`src/rtl/mem_port_arbiter.sv`:
```
// Shares one single-port memory between imem read, dmem read and dmem write.
// Define ARB_RR_EN for round-robin arbitration instead of fixed priority.
module mem_port_arbiter #(
    parameter int STARVE_LIMIT = 8,
    parameter int AW           = 32
) (
    input  logic          clk,
    input  logic          resetb,
    input  logic          im_ready,
    output logic          im_valid,
    input  logic [AW-1:0] im_addr,
    output logic          im_rresp,
    output logic [31:0]   im_rdata,
    input  logic          dr_ready,
    output logic          dr_valid,
    input  logic [AW-1:0] dr_addr,
    output logic          dr_rresp,
    output logic [31:0]   dr_rdata,
    input  logic          dw_ready,
    output logic          dw_valid,
    input  logic [AW-1:0] dw_addr,
    input  logic [31:0]   dw_wdata,
    input  logic [3:0]    dw_wstrb,
    output logic          mem_ready,
    input  logic          mem_valid,
    output logic          mem_we,
    output logic [AW-1:0] mem_addr,
    output logic [31:0]   mem_wdata,
    output logic [3:0]    mem_wstrb,
    input  logic          mem_rresp,
    input  logic [31:0]   mem_rdata
);

    localparam logic [1:0] S_IDLE = 2'd0;
    localparam logic [1:0] S_BUSY = 2'd1;
    localparam logic [1:0] S_RESP = 2'd2;

    localparam logic [1:0] O_NONE = 2'd0;
    localparam logic [1:0] O_IM   = 2'd1;
    localparam logic [1:0] O_DR   = 2'd2;
    localparam logic [1:0] O_DW   = 2'd3;

    logic [1:0] r_state;
    logic [1:0] r_owner;
    logic [1:0] w_state_nxt;
    logic [1:0] w_owner_nxt;
    logic [1:0] w_win;
    logic       w_wacc;
    logic       w_arb;
    logic       w_dw_req;

`ifdef ARB_RR_EN
    logic [1:0] r_ptr;
`else
    localparam logic [7:0] LIM = 8'(STARVE_LIMIT);
    logic [7:0] r_starve;
`endif

    always_ff @(posedge clk) begin
        if (resetb) begin
            r_state  <= S_IDLE;
            r_owner  <= O_NONE;
`ifdef ARB_RR_EN
            r_ptr    <= O_IM;
`else
            r_starve <= 8'd0;
`endif
        end else begin
            r_state <= w_state_nxt;
            r_owner <= w_owner_nxt;
`ifdef ARB_RR_EN
            if (w_win != O_NONE)
                r_ptr <= w_win;
`else
            if (w_win == O_IM || !im_ready)
                r_starve <= 8'd0;
            else if (!(r_state == S_BUSY && r_owner == O_IM) && r_starve != LIM)
                r_starve <= r_starve + 8'd1;
`endif
        end
    end

    // The write being accepted this cycle still shows its request; mask it
    // so the re-arbitration sees only fresh requesters.
    always_comb begin
        w_wacc   = (r_state == S_BUSY) && mem_valid && (r_owner == O_DW);
        w_arb    = (r_state == S_IDLE) || (r_state == S_RESP) || w_wacc;
        w_dw_req = dw_ready && !w_wacc;
        w_win    = O_NONE;
`ifdef ARB_RR_EN
        case (r_ptr)
            O_DW: begin
                if (dr_ready)      w_win = O_DR;
                else if (im_ready) w_win = O_IM;
                else if (w_dw_req) w_win = O_DW;
            end
            O_DR: begin
                if (im_ready)      w_win = O_IM;
                else if (w_dw_req) w_win = O_DW;
                else if (dr_ready) w_win = O_DR;
            end
            default: begin
                if (w_dw_req)      w_win = O_DW;
                else if (dr_ready) w_win = O_DR;
                else if (im_ready) w_win = O_IM;
            end
        endcase
`else
        if (im_ready && r_starve == LIM) w_win = O_IM;
        else if (w_dw_req)               w_win = O_DW;
        else if (dr_ready)               w_win = O_DR;
        else if (im_ready)               w_win = O_IM;
`endif
        if (!w_arb)
            w_win = O_NONE;

        w_state_nxt = r_state;
        w_owner_nxt = r_owner;
        case (r_state)
            S_IDLE, S_RESP: begin
                w_state_nxt = (w_win != O_NONE) ? S_BUSY : S_IDLE;
                w_owner_nxt = w_win;
            end
            S_BUSY: begin
                if (mem_valid) begin
                    if (r_owner == O_DW) begin
                        w_state_nxt = (w_win != O_NONE) ? S_BUSY : S_IDLE;
                        w_owner_nxt = w_win;
                    end else begin
                        w_state_nxt = S_RESP;
                    end
                end
            end
            default: begin
                w_state_nxt = S_IDLE;
                w_owner_nxt = O_NONE;
            end
        endcase
    end

    always_comb begin
        mem_ready = 1'b0;
        mem_we    = 1'b0;
        mem_addr  = '0;
        mem_wdata = 32'd0;
        mem_wstrb = 4'd0;
        im_valid  = 1'b0;
        dr_valid  = 1'b0;
        dw_valid  = 1'b0;
        im_rresp  = 1'b0;
        im_rdata  = 32'd0;
        dr_rresp  = 1'b0;
        dr_rdata  = 32'd0;
        if (r_state == S_BUSY) begin
            mem_ready = 1'b1;
            case (r_owner)
                O_IM: begin
                    mem_addr = im_addr;
                    im_valid = mem_valid;
                end
                O_DR: begin
                    mem_addr = dr_addr;
                    dr_valid = mem_valid;
                end
                O_DW: begin
                    mem_we    = 1'b1;
                    mem_addr  = dw_addr;
                    mem_wdata = dw_wdata;
                    mem_wstrb = dw_wstrb;
                    dw_valid  = mem_valid;
                end
                default: ;
            endcase
        end
        if (r_state == S_RESP) begin
            case (r_owner)
                O_IM: begin
                    im_rresp = mem_rresp;
                    im_rdata = mem_rdata;
                end
                O_DR: begin
                    dr_rresp = mem_rresp;
                    dr_rdata = mem_rdata;
                end
                default: ;
            endcase
        end
    end

endmodule

```
`config.mk`:
```
export PLATFORM = sky130hd
export DESIGN_NAME = mem_port_arbiter
export DESIGN_NICKNAME = d
export VERILOG_FILES = /design/src/rtl/mem_port_arbiter.sv
export SDC_FILE = /design/constraint.sdc
export NUM_CORES = 1
export LEC_CHECK = 0
export CORE_AREA = 2 2 119 121
export CTS_BUF_LIST = sky130_fd_sc_hd__clkbuf_4 sky130_fd_sc_hd__clkbuf_8
export CTS_CLUSTER_SIZE = 14
export DETAILED_ROUTE_END_ITERATION = 10
export DIE_AREA = 0 0 121 123
export GPL_TIMING_DRIVEN = 0
export PLACE_DENSITY = 0.57
export SYNTH_ARGS = -nofsm -noshare
export SYNTH_HDL_FRONTEND = slang
export SYNTH_SLANG_ARGS = --single-unit
```
`constraint.sdc`:
```
create_clock -name clk -period 1.5 [get_ports clk]
set_input_delay 0.225 -clock clk [delete_from_list [all_inputs] [get_ports clk]]
set_output_delay 0.225 -clock clk [all_outputs]
set_load 0.005 [all_outputs]
```
==> metrics.txt <==
Finished Layout Cells=896; CP Buf/Inv Count=5; hold crit path type=in2reg; H-tree depth=1; largest stage delay on the critical path=0.36 ns; IO Pins=310; vias in the first global route=3885; Static Leak=3.345 nW; fin worst setup slack=-0.4238 ns; delay-heaviest family, CP=buffers and inverters; CTS tree=yes; root buffer cell=clkbuf_8; critical path's most frequent cell=buf_12; Fmax=0.5198 GHz; unrepaired setup endpoints after global routing=yes; Reg clk slew, reported paths=0.06 ns; routed wire length on met3=838 µm; synthesis-to-finish area growth=243.0%; Final Util=0.5479; DRT met1 WL=5762 µm; ratio of cells with drive above 1 in the final layout=0.6425; DR vias=3868; met2 WL post-DR=8475 µm; WP data arrival=1.70 ns; Reg2Reg Setup Slack=-0.12 ns; Core ar.=13610 µm²; sequence of cells on the critical path=buf_12, buf_12, buf_16, buf_6, mux2_4, a22oi_2, nor2_1, buf_2; antenna cells=0; VDD IR max=245.9 µV; CP endpoint kind=primary output; Mapped Cells=306; count leader, synth=and2_1; pin count of the biggest net entering global routing=11; GPL Wtd Cong=0.7700; Netlist Area Pre-Place=2175 µm²; Post-DRT Antenna Nets=0; worst reg2reg path endpoint=r_starve[0]; Critical Path RT=1.27 ns; die width=121 µm; post-synth cell types=40; number of remaining DRC errors=0; sequential area share after synthesis=0.1105; Worst Hold Slack=0.3824 ns; Die Y=123 µm; Tmin final=1.924 ns; initial antenna violation count=0; Ys Warns=0; crit path capture=mem_addr[14]; max-slew violations=0; main combinational cell family by area after synthesis=simple AND/OR/NAND/NOR gates; top-area cell type share of the netlist area=0.2963; Max-cap violations=0; Simple-Gate Fraction of Synth Area=0.4632; Syn Area/Cell=7.106 µm²; Synth area leaders=and2_1 (30%), mux2_2 (17%), dfxtp_1 (11%); Inst Count DP=795; worst setup path class=reg2out; CP max FO=7; flops & latches, synth=12; Hold Vio Cnt, Final=0; CP startpoint=r_owner[1]; Final HPWL DP=10610 µm; dominant synthesized flop cell=dfxtp_1; worst hold start=mem_valid; Final Instance Area=7458 µm²; CP startpoint kind=register; Setup violations, final=147; Port-buffer cells=309; Net count, final=890; placed inst area=5493 µm²; most frequent cells after synthesis=and2_1 (103), nor2_1 (38), a22oi_1 (32), mux2_2 (32), clkbuf_1 (19); Total GRT Usage=0.1789; Wirelength per Cell=17.06 µm; number of synthesized flops with an enable pin=0; Stages on worst setup path=8; launching point of the worst reg2reg path=r_state[1]; final WL=15290 µm; Cell Rows=43; global-route wire length before repair=21250 µm; fraction of synthesized area in multiplexers=0.1703; top layer in use=met4; GR Overflow Total=0; clock sinks=12; CTS Buffer Depth=2; worst r2r path cells=7; PwrDens=354.8 nW/µm²; Syn Nets=479; initial core utilization=0.1598; Post-synth ARST share=0; fin crit share=1.283; CP max stage cell=dfxtp_4; area leader, netlist=and2_1; Least-Margin Pin Slew=0.5391 ns; status=finished, violations left; Synth Area in Adders=0.01151; failing checks=negative setup slack; Num CTS Buffers=3; Clk Latency, worst-skew pair=0.25 ns; Synth Area in Compound Gates=0.1617; DRT iter0 DRCs=84; TritonRoute pass-1 iters=4; DIE AREA=14880 µm²; headroom to the max-slew limit=0.6406; vias per std cell=4.317; XOR/XNOR Fraction of Synth Area=0.02417; Fillers=1209; clk_skew=0.004930 ns
## sequential cells by signal, summed over array words and instances (netlist names)
signal	cells
r_starve	8
r_state	2
r_owner	2
## through the flow
step                setup WS, ns  setup TNS (ns)  power [mW]
finish                   -0.4238          -39.83       2.646
global route             -0.4847          -47.74       2.793
CTS                      -0.4776          -48.57       2.494
detailed placement       -0.9815         -107.48       1.545
global placement         -0.9311         -105.62       1.532
floorplan                0.01573               0      0.8064
## power by group
part / internal [mW] / switching [mW] / total (mW)
registers: 0.335 / 0.0230 / 0.358
logic: 1.26 / 0.668 / 1.93
clock network: 0.233 / 0.129 / 0.362
total: 1.83 / 0.820 / 2.65
## worst min-delay path: cells and delay by family
kind,cells,cell delay [ns]
buffers and inverters,1,0.23
and+or+nand+nor,2,0.14
## cell usage in the layout, fill, tap and decap left out, types with 2 or more instances in the layout
cell,n
mux2_2,6
mux2_4,26
clkbuf_16,2
a22oi_2,30
buf_6,149
buf_12,9
xor2_1,5
clkbuf_8,7
inv_1,3
o21ai_4,2
nand4_1,2
nor3_2,9
buf_2,40
a22oi_1,2
and2_1,11
dfxtp_4,4
clkbuf_4,2
clkbuf_2,9
dfxtp_1,5
and2_4,92
ha_1,2
nand2b_1,2
nor2_1,34
nand3_1,3
buf_4,26
dfxtp_2,3
clkdlybuf4s50_1,169
buf_8,20
a211oi_2,2
nor2_4,3
nor2_2,2
nand2_1,5
## worst min path at each step
| stage | to | slack (ns) | cells past startpoint |
|---|---|---|---|
| 6_report | r_state[1] | 0.38 | 3 |
| 5_1_grt | r_state[1] | 0.41 | 3 |
| 4_1_cts | r_starve[1] | 0.57 | 2 |
| 3_5_place_dp | r_starve[5] | 0.56 | 2 |
| 3_3_place_gp | r_starve[7] | 0.55 | 2 |
| 2_1_floorplan | r_state[0] | 0.29 | 1 |
## layer usage
layer  track usage  up-vias
met5             0        -
met4       0.02471        0
met3       0.02445       16
met2        0.3441      139
met1        0.2147     1836
li1              -     1877
## final cells by class
| class | instances | area (µm²) | area share |
|---|---|---|---|
| Buffer | 25 | 347.8 | 0.04664 |
| Clock buffer | 4 | 55.05 | 0.007381 |
| Inverter | 5 | 23.77 | 0.003187 |
| Multi-Input combinational cell | 263 | 2455 | 0.3291 |
| Sequential cell | 12 | 259.0 | 0.03473 |
| Tap cell | 180 | 225.2 | 0.03020 |
| Timing Repair Buffer | 407 | 4093 | 0.5487 |
## cell families (layout without fill, tap and decap cells)
group	Yosys count	after routing
AND/OR/NAND/NOR	177	178
AO/OA/AOI/OAI	44	44
multiplexers	33	33
buffers and inverters	32	441
flip-flops	12	12
XOR/XNOR	6	6
adder cells (fa/ha/maj)	2	2
## timing repair
item	in CTS	in global routing
setup endpoints to repair	150	149
resized for setup	743	263
cloned	13	0
pin swaps	108	74
hold buffers	0	0
setup buffers	64	33
(Power assumes the default switching activity.)
